## src/rtl/ddr2_tg_pkg.sv

```systemverilog
// Shared types and constants for the DDR2 traffic generator.
// Holds the FSM state encoding and the burst address step helper.
package ddr2_tg_pkg;

    typedef enum logic [2:0] {
        S_IDLE,
        S_WR_GAP,
        S_WR_REQ,
        S_WR_BUSY,
        S_RD_GAP,
        S_RD_REQ,
        S_RD_BUSY
    } tg_state_e;

    localparam int unsigned DEF_BURST_LEN = 32;

    // Each beat carries two 16-bit DQ columns, so a burst spans 2*len columns.
    function automatic int unsigned tg_addr_step(input int unsigned blen);
        return 2 * blen;
    endfunction

    localparam int unsigned ADDR_STEP = tg_addr_step(DEF_BURST_LEN);

endpackage

```

## src/rtl/ddr2_tg_if.sv

```systemverilog
// User-side request/data handshake between traffic generator and AXI masters.
// master: the traffic generator side; slave: the wr/rd AXI master side.
interface ddr2_tg_if #(
    parameter int ADDR_WIDTH = 26,
    parameter int DATA_WIDTH = 32
) ();

    logic                  wr_trig;
    logic [7:0]            wr_len;
    logic [ADDR_WIDTH-1:0] wr_addr;
    logic [DATA_WIDTH-1:0] wr_data;
    logic                  wr_data_en;
    logic                  wr_ready;
    logic                  wr_done;

    logic                  rd_trig;
    logic [7:0]            rd_len;
    logic [ADDR_WIDTH-1:0] rd_addr;
    logic [DATA_WIDTH-1:0] rd_data;
    logic                  rd_data_en;
    logic                  rd_ready;
    logic                  rd_done;

    modport master (
        output wr_trig, wr_len, wr_addr, wr_data,
        input  wr_data_en, wr_ready, wr_done,
        output rd_trig, rd_len, rd_addr,
        input  rd_data, rd_data_en, rd_ready, rd_done
    );

    modport slave (
        input  wr_trig, wr_len, wr_addr, wr_data,
        output wr_data_en, wr_ready, wr_done,
        input  rd_trig, rd_len, rd_addr,
        output rd_data, rd_data_en, rd_ready, rd_done
    );

endinterface

```

## src/rtl/ddr2_tg_checker.sv

```systemverilog
// Readback checker: compares read beats against the incrementing pattern.
// Ports: clk, clr_i (sync clear), rd_data_i/rd_data_en_i/rd_done_i, row_end_i -> status outputs.
module ddr2_tg_checker
#(
    parameter int DATA_WIDTH = 32,
    parameter int BURST_LEN  = 32
) (
    input  logic                  clk,
    input  logic                  clr_i,
    input  logic [DATA_WIDTH-1:0] rd_data_i,
    input  logic                  rd_data_en_i,
    input  logic                  rd_done_i,
    input  logic                  row_end_i,
    output logic                  rd_error_o,
    output logic [15:0]           err_cnt_o,
    output logic [15:0]           pass_cnt_o
);

    logic [DATA_WIDTH-1:0] exp_q;
    logic [15:0]           beat_q;
    logic [15:0]           beats_d;
    logic                  rd_error_q;
    logic [15:0]           err_q;
    logic [15:0]           err_d;
    logic [15:0]           pass_q;
    logic                  mism;
    logic                  len_err;
    logic [16:0]           err_sum;

    assign mism    = rd_data_en_i && (rd_data_i != exp_q);
    // Beat total includes a beat arriving in the same cycle as rd_done.
    assign beats_d = beat_q + {15'd0, rd_data_en_i};
    assign len_err = rd_done_i && (beats_d != 16'(BURST_LEN));
    // A data mismatch and a short burst can coincide: add both, then saturate.
    assign err_sum = {1'b0, err_q} + {15'd0, mism} + {15'd0, len_err};
    assign err_d   = err_sum[16] ? 16'hFFFF : err_sum[15:0];

    always_ff @(posedge clk) begin
        if (clr_i) begin
            exp_q      <= DATA_WIDTH'(1);
            beat_q     <= '0;
            rd_error_q <= 1'b0;
            err_q      <= '0;
            pass_q     <= '0;
        end else begin
            if (row_end_i) begin
                exp_q <= DATA_WIDTH'(1);
            end else if (rd_data_en_i) begin
                exp_q <= exp_q + DATA_WIDTH'(1);
            end
            if (rd_done_i) begin
                beat_q <= '0;
            end else begin
                beat_q <= beats_d;
            end
            if (mism || len_err) begin
                rd_error_q <= 1'b1;
            end
            err_q <= err_d;
            if (row_end_i) begin
                pass_q <= pass_q + 16'd1;
            end
        end
    end

    assign rd_error_o = rd_error_q;
    assign err_cnt_o  = err_q;
    assign pass_cnt_o = pass_q;

endmodule

```

## src/rtl/ddr2_traffic_gen.sv

```systemverilog
// DDR2 traffic generator: writes one row with an incrementing pattern, then reads it back forever.
// Ports: clk, rst, init_end, bus (ddr2_tg_if.master), wr_over/rd_error/err_cnt/pass_cnt status.
// Build option: define DDR2_TG_CHECK_EN to include the readback checker.
module ddr2_traffic_gen
    import ddr2_tg_pkg::*;
#(
    parameter int ADDR_WIDTH = 26,
    parameter int DATA_WIDTH = 32,
    parameter int COL_BITS   = 10,
    parameter int BURST_LEN  = 32,
    parameter int WR_GAP     = 2000,
    parameter int RD_GAP     = 2000
) (
    input  logic        clk,
    input  logic        rst,
    input  logic        init_end,
    ddr2_tg_if.master   bus,
    output logic        wr_over,
    output logic        rd_error,
    output logic [15:0] err_cnt,
    output logic [15:0] pass_cnt
);

    localparam int MAXG = (WR_GAP > RD_GAP) ? WR_GAP : RD_GAP;
    localparam int GW   = $clog2(MAXG + 1) + 1;
    localparam int STEP = int'(tg_addr_step(BURST_LEN));

    tg_state_e             state_q;
    logic [GW-1:0]         gap_q;
    logic                  wr_trig_q;
    logic                  rd_trig_q;
    logic [7:0]            len_q;
    logic [ADDR_WIDTH-1:0] wr_addr_q;
    logic [ADDR_WIDTH-1:0] rd_addr_q;
    logic [ADDR_WIDTH-1:0] wr_addr_d;
    logic [ADDR_WIDTH-1:0] rd_addr_d;
    logic [DATA_WIDTH-1:0] wr_data_q;
    logic                  wr_over_q;
    logic                  clr;
    logic                  rd_fin;
    logic                  row_end;

    // Dropping init_end behaves exactly like reset.
    assign clr       = rst || !init_end;
    assign wr_addr_d = wr_addr_q + ADDR_WIDTH'(STEP);
    assign rd_addr_d = rd_addr_q + ADDR_WIDTH'(STEP);
    assign rd_fin    = (state_q == S_RD_BUSY) && bus.rd_done;
    assign row_end   = rd_fin && rd_addr_d[COL_BITS];

    always_ff @(posedge clk) begin
        if (clr) begin
            state_q   <= S_IDLE;
            gap_q     <= '0;
            wr_trig_q <= 1'b0;
            rd_trig_q <= 1'b0;
            len_q     <= '0;
            wr_addr_q <= '0;
            rd_addr_q <= '0;
            wr_over_q <= 1'b0;
        end else begin
            len_q <= 8'(BURST_LEN);
            unique case (state_q)
                S_IDLE: begin
                    state_q <= S_WR_GAP;
                end
                S_WR_GAP: begin
                    if (gap_q == GW'(WR_GAP)) begin
                        gap_q     <= '0;
                        wr_trig_q <= 1'b1;
                        state_q   <= S_WR_REQ;
                    end else begin
                        gap_q <= gap_q + GW'(1);
                    end
                end
                S_WR_REQ: begin
                    if (bus.wr_ready) begin
                        wr_trig_q <= 1'b0;
                        state_q   <= S_WR_BUSY;
                    end
                end
                S_WR_BUSY: begin
                    if (bus.wr_done) begin
                        wr_addr_q <= wr_addr_d;
                        if (wr_addr_d[COL_BITS]) begin
                            wr_over_q <= 1'b1;
                            state_q   <= S_RD_GAP;
                        end else begin
                            state_q <= S_WR_GAP;
                        end
                    end
                end
                S_RD_GAP: begin
                    if (gap_q == GW'(RD_GAP)) begin
                        gap_q     <= '0;
                        rd_trig_q <= 1'b1;
                        state_q   <= S_RD_REQ;
                    end else begin
                        gap_q <= gap_q + GW'(1);
                    end
                end
                S_RD_REQ: begin
                    if (bus.rd_ready) begin
                        rd_trig_q <= 1'b0;
                        state_q   <= S_RD_BUSY;
                    end
                end
                S_RD_BUSY: begin
                    if (bus.rd_done) begin
                        rd_addr_q <= row_end ? '0 : rd_addr_d;
                        state_q   <= S_RD_GAP;
                    end
                end
                default: begin
                    state_q <= S_IDLE;
                end
            endcase
        end
    end

    // Pattern source advances on every consumed beat, regardless of state.
    always_ff @(posedge clk) begin
        if (clr) begin
            wr_data_q <= DATA_WIDTH'(1);
        end else if (bus.wr_data_en) begin
            wr_data_q <= wr_data_q + DATA_WIDTH'(1);
        end
    end

    assign bus.wr_trig = wr_trig_q;
    assign bus.wr_len  = len_q;
    assign bus.wr_addr = wr_addr_q;
    assign bus.wr_data = wr_data_q;
    assign bus.rd_trig = rd_trig_q;
    assign bus.rd_len  = len_q;
    assign bus.rd_addr = rd_addr_q;
    assign wr_over     = wr_over_q;

`ifdef DDR2_TG_CHECK_EN
    ddr2_tg_checker #(
        .DATA_WIDTH (DATA_WIDTH),
        .BURST_LEN  (BURST_LEN)
    ) u_checker (
        .clk          (clk),
        .clr_i        (clr),
        .rd_data_i    (bus.rd_data),
        .rd_data_en_i (bus.rd_data_en),
        .rd_done_i    (rd_fin),
        .row_end_i    (row_end),
        .rd_error_o   (rd_error),
        .err_cnt_o    (err_cnt),
        .pass_cnt_o   (pass_cnt)
    );
`else
    logic unused_chk;
    assign unused_chk = ^{bus.rd_data, bus.rd_data_en, row_end};
    assign rd_error   = 1'b0;
    assign err_cnt    = '0;
    assign pass_cnt   = '0;
`endif

endmodule

```

## src/flat_wrapper.sv

```systemverilog
// flat-port wrapper written by rule: the top's interface ports become plain ports
module ddr2_traffic_gen_flat import ddr2_tg_pkg::*;
#(
    parameter int ADDR_WIDTH = 26,
    parameter int DATA_WIDTH = 32,
    parameter int COL_BITS   = 10,
    parameter int BURST_LEN  = 32,
    parameter int WR_GAP     = 2000,
    parameter int RD_GAP     = 2000
)
  (clk, rst, init_end, wr_over, rd_error, err_cnt, pass_cnt, bus_wr_trig, bus_wr_len, bus_wr_addr, bus_wr_data, bus_wr_data_en, bus_wr_ready, bus_wr_done, bus_rd_trig, bus_rd_len, bus_rd_addr, bus_rd_data, bus_rd_data_en, bus_rd_ready, bus_rd_done);
  ddr2_tg_if #(.ADDR_WIDTH(ADDR_WIDTH), .DATA_WIDTH(DATA_WIDTH)) bus_i ();
  input  logic clk;
  input  logic rst;
  input  logic init_end;
  output logic wr_over;
  output logic rd_error;
  output logic [15:0] err_cnt;
  output logic [15:0] pass_cnt;
  output wire logic [$bits(bus_i.wr_trig)-1:0] bus_wr_trig;
  output wire logic [$bits(bus_i.wr_len)-1:0] bus_wr_len;
  output wire logic [$bits(bus_i.wr_addr)-1:0] bus_wr_addr;
  output wire logic [$bits(bus_i.wr_data)-1:0] bus_wr_data;
  input wire logic [$bits(bus_i.wr_data_en)-1:0] bus_wr_data_en;
  input wire logic [$bits(bus_i.wr_ready)-1:0] bus_wr_ready;
  input wire logic [$bits(bus_i.wr_done)-1:0] bus_wr_done;
  output wire logic [$bits(bus_i.rd_trig)-1:0] bus_rd_trig;
  output wire logic [$bits(bus_i.rd_len)-1:0] bus_rd_len;
  output wire logic [$bits(bus_i.rd_addr)-1:0] bus_rd_addr;
  input wire logic [$bits(bus_i.rd_data)-1:0] bus_rd_data;
  input wire logic [$bits(bus_i.rd_data_en)-1:0] bus_rd_data_en;
  input wire logic [$bits(bus_i.rd_ready)-1:0] bus_rd_ready;
  input wire logic [$bits(bus_i.rd_done)-1:0] bus_rd_done;
  assign bus_wr_trig = bus_i.wr_trig;
  assign bus_wr_len = bus_i.wr_len;
  assign bus_wr_addr = bus_i.wr_addr;
  assign bus_wr_data = bus_i.wr_data;
  assign bus_i.wr_data_en = bus_wr_data_en;
  assign bus_i.wr_ready = bus_wr_ready;
  assign bus_i.wr_done = bus_wr_done;
  assign bus_rd_trig = bus_i.rd_trig;
  assign bus_rd_len = bus_i.rd_len;
  assign bus_rd_addr = bus_i.rd_addr;
  assign bus_i.rd_data = bus_rd_data;
  assign bus_i.rd_data_en = bus_rd_data_en;
  assign bus_i.rd_ready = bus_rd_ready;
  assign bus_i.rd_done = bus_rd_done;
  ddr2_traffic_gen #(.ADDR_WIDTH(ADDR_WIDTH), .DATA_WIDTH(DATA_WIDTH), .COL_BITS(COL_BITS), .BURST_LEN(BURST_LEN), .WR_GAP(WR_GAP), .RD_GAP(RD_GAP)) u_core (.clk(clk), .rst(rst), .init_end(init_end), .bus(bus_i), .wr_over(wr_over), .rd_error(rd_error), .err_cnt(err_cnt), .pass_cnt(pass_cnt));
endmodule
```

## config.mk

```make
export PLATFORM = sky130hd
export DESIGN_NAME = ddr2_traffic_gen_flat
export DESIGN_NICKNAME = d
export VERILOG_FILES = /design/src/rtl/ddr2_tg_pkg.sv /design/src/rtl/ddr2_tg_if.sv /design/src/rtl/ddr2_tg_checker.sv /design/src/rtl/ddr2_traffic_gen.sv /design/src/flat_wrapper.sv
export SDC_FILE = /design/constraint.sdc
export NUM_CORES = 1
export LEC_CHECK = 0
export ABC_AREA = 1
export CAP_MARGIN = 30
export CORE_ASPECT_RATIO = 1.2
export CORE_UTILIZATION = 42
export DETAILED_ROUTE_END_ITERATION = 7
export PLACE_DENSITY_LB_ADDON = 0.05
export SLEW_MARGIN = 10
export SYNTH_ARGS = -nofsm -noshare
export SYNTH_HDL_FRONTEND = slang
export SYNTH_SLANG_ARGS = --single-unit
```

## constraint.sdc

```tcl
create_clock -name clk -period 1.33 [get_ports clk]
set_input_delay 0.133 -clock clk [delete_from_list [all_inputs] [get_ports clk]]
set_output_delay 0.133 -clock clk [all_outputs]
set_load 0.01 [all_outputs]
```

==> impl_metrics.csv <==
group,metric,value,unit
synth,synth_ff_type,"dfxtp_1",
sta,setup_viol_count_final,66,
setup_path,regToRegSetupSlack,-0.19,ns
setup_path,crit_end,"u_core.bus.wr_data[28]$_SDFFE_PN0P_",
synth,synth_edf_count,0,
layout,syn_to_final_growth,69.1,%
drt,wl,15900,um
synth,synth_cells,746,
layout,final_layout_size_suffix_gt1_frac,0.435,
floorplanning,row_count,44,
synth,avgSynthCellArea,6.96,um2
synth,synthAdderAreaFrac,0.0120,
synth,synthXorXnorAreaFrac,0.0236,
drt,final_antenna_net_count,0,
flow_run,max_cap_viol_count,0,
global_route,grtUsageTotal,0.225,
floorplanning,core,12100,um2
synth,syn-cell-area,5190,um2
floorplanning,die_h,124,um
global_route,grt_pass1_wl,23600,um
sta,period_share,1.14,
synth,synth_top_area_cell,"dfxtp_1",
drt,dr.pass1.iters,4,
clocking,cts_tree,"built",
layout,final_nets,1073,
setup_path,cp_slowest_cell,"dfxtp_4",
sta,slew_viol_final,0,
status,status,"finished with violations",
clocking,cts_num_sinks,91,
worst_hold_path,hold_class,"register to register",
power,powerDensity,707,nW/um2
drt,dr_total_vias,5715,
drt,via_per_inst,4.79,
floorplanning,ios,177,
sta,hold_viol,0,
clocking,cts.clk_slew.worst_paths,0.07,ns
setup_path,critPathKind,"register to register",
drt,drt-initial-drc-count,205,
synth,yosysSeqAreaShare,0.351,
layout,stdcell_area,8780,um2
sta,clock_skew,0.00923,ns
placed_design,place_area,7180,um2
global_route,antenna_found_initial,0,
global_route,grt_overflow,0,
clocking,postCtsHoldBufs,0,
synth,synth_top_family_by_area,"simple AND/OR/NAND/NOR gates",
power,p_leak,0.00408,uW
drt,wl_per_cell,13.3,um
clocking,numCtsBuffers,9,
clocking,clkLatencyLatePin,0.35,ns
synth,synth_seq_cells,91,
global_route,grt_max_degree,21,
synth,synthTopCellsByArea,"dfxtp_1, nand2_1, buf_4",
setup_path,end_kind,"register",
setup_path,cp_max_fo,4,
layout,insertedDiodeCount,0,
setup_path,worstSetupStartpoint,"u_core.bus.wr_data[0]$_SDFFE_PN1P_",
setup_path,max_stage_delay,0.39,ns
clocking,h-tree-depth,3,
setup_path,cp-start-kind,"register",
setup_path,reg2reg_to,"u_core.bus.wr_data[28]$_SDFFE_PN0P_",
floorplanning,dieArea,12800,um2
power,peakVddDrop,0.552,mV
status,violations,"setup timing",
placed_design,port_buffers,84,
synth,synth-simple-area-share,0.353,
sta,timing.final.ws_setup,-0.192,ns
clocking,clockBufferDepth,2,
sta,fmax,657,MHz
synth,synth_mux_area_frac,0,
synth,synth.top_cell.area_share,0.351,
setup_path,rr_worst_depth,9,
sta,rsz0062_at_grt,"true",
floorplanning,start_util,0.431,
setup_path,r2r-start,"u_core.bus.wr_data[0]$_SDFFE_PN1P_",
sta,holdWs,0.449,ns
placed_design,dpl.hpwl,10300,um
synth,synth_compound_area_frac,0.0910,
synth,synthDistinctLibCells,44,
synth,synthArstFlopShare,0,
setup_path,crit_required,1.57,ns
clocking,root_buffer,"clkbuf_16",
setup_path,arrival,1.77,ns
placed_design,pre_cts_ws,-0.361,ns
setup_path,crit_chain,"ha_4, nand3_4, nor2_4, nand3_4, nor2_4, buf_4, nand4_1, nand2_1, nor2_1",
floorplanning,chipWidth,104,um
global_route,grt_pass1_vias,5217,
sta,fin_crit,1.52,ns
synth,ys_warn_count,0,
placed_design,gp_congestion,0.841,
drt,drc_errors,0,
## state kept, by name (all words and copies together), names as in the netlist
| name | flops |
|---|---|
| u_core.bus.wr_trig | 1 |
| u_core.bus.rd_len | 1 |
| u_core.wr_over | 1 |
| u_core.bus.wr_addr | 20 |
| u_core.bus.rd_trig | 1 |
| u_core.bus.wr_data | 32 |
| u_core.bus.rd_addr | 20 |
| u_core.gap_q | 12 |
| u_core.state_q | 3 |
## per-stage QoR
stage	total power (uW)	utilization	cells	setup TNS [ns]
2_1_floorplan	3210	-	804	-0.380
3_3_place_gp	3250	0.596	1113	-15.59
3_5_place_dp	3250	0.596	1113	-17.41
4_1_cts	6180	0.669	1164	-3.21
5_1_grt	6430	0.729	1193	-12.07
6_report	6210	0.729	1193	-6.08
## per-layer routing
metal,up-vias,part of all wire,track usage,routed length (um)
met4,0,0.019,0.0870,309
met3,29,0.040,0.0262,631
met5,-,0,0,0
met2,154,0.54,0.427,8500
met1,2705,0.40,0.259,6420
li1,2827,-,-,-
## worst max-delay path, delay by kind of cell, from the launching register on
| family | cells | cell delay [ns] |
|---|---|---|
| and+or+nand+nor | 7 | 0.71 |
| buffers and inverters | 1 | 0.14 |
| DFF | 1 | 0.39 |
| adders and majority gates | 1 | 0.16 |
## cell families after synthesis
kind of cell,after synthesis
buffers and inverters,162
AOI/OAI and AO/OA,85
and+or+nand+nor,388
DFF,91
other,1
adders and majority gates,5
xor gates and xnor gates,14
## cells in the mapped netlist (5+ instances only)
master,instances
nor2_2,9
inv_2,7
buf_4,64
xor2_1,9
a31oi_1,5
dfxtp_1,91
nand3_1,43
nand2_1,143
nor2_4,6
a21oi_1,41
nand3_2,5
inv_1,82
nand4_1,15
ha_1,5
xnor2_1,5
nor3_1,27
o21ai_0,23
a211oi_1,5
nor2_1,117
## final cells by class
class                   count  area (um2)
multi-input cells         551        3530
clock inverters             5        82.6
repair inverters            1        6.26
clock buffers              11         254
inverters                  92         368
repair buffers            281        2430
well taps                 161         201
fillers                   942        3270
flip-flops and latches     91        1910
## placed cells by master (no fill, tap or decap), types with 14 or more instances in the layout
| master | instances |
|---|---|
| nor2_2 | 21 |
| a21oi_1 | 29 |
| dfxtp_2 | 30 |
| nand3_1 | 22 |
| nand2_2 | 17 |
| nand2_1 | 114 |
| buf_4 | 151 |
| nor2_4 | 28 |
| nor2_1 | 83 |
| dfxtp_4 | 14 |
| dfxtp_1 | 47 |
| inv_1 | 72 |
| nand2_4 | 18 |
| nand4_1 | 15 |
| nand3_2 | 15 |
| dlygate4sd2_1 | 72 |
| buf_6 | 44 |
| conb_1 | 59 |
| nor3_1 | 14 |
## timing repair
| action | CTS | global route |
|---|---|---|
| pin swaps | 58 | 68 |
| gates cloned | 1 | 0 |
| hold endpoints to repair | 0 | 0 |
| buffers inserted | 36 | 32 |
| gates resized for setup | 211 | 146 |
| endpoints found under the setup margin | 153 | 81 |
## how the worst min path moves through the flow
stage | cells after the start | startpoint | end | slack [ns]
5_1_grt | 2 | u_core.bus.rd_trig$_SDFFE_PN0P_ | u_core.bus.rd_trig$_SDFFE_PN0P_ | 0.48
3_3_place_gp | 2 | u_core.bus.rd_trig$_SDFFE_PN0P_ | u_core.bus.rd_trig$_SDFFE_PN0P_ | 0.44
4_1_cts | 2 | u_core.bus.rd_trig$_SDFFE_PN0P_ | u_core.bus.rd_trig$_SDFFE_PN0P_ | 0.45
3_5_place_dp | 2 | u_core.bus.rd_trig$_SDFFE_PN0P_ | u_core.bus.rd_trig$_SDFFE_PN0P_ | 0.44
6_report | 2 | u_core.bus.rd_trig$_SDFFE_PN0P_ | u_core.bus.rd_trig$_SDFFE_PN0P_ | 0.45
2_1_floorplan | 3 | rst | u_core.bus.rd_addr[9]$_SDFFE_PN0P_ | 0.41
## report_power, final
part / total (uW) / internal, uW / switching (uW)
clock network: 2900 / 1770 / 1130
registers: 2740 / 2720 / 25.3
logic: 569 / 253 / 316
total: 6210 / 4740 / 1470
No activity file was read; power rests on OpenSTA's default activity.
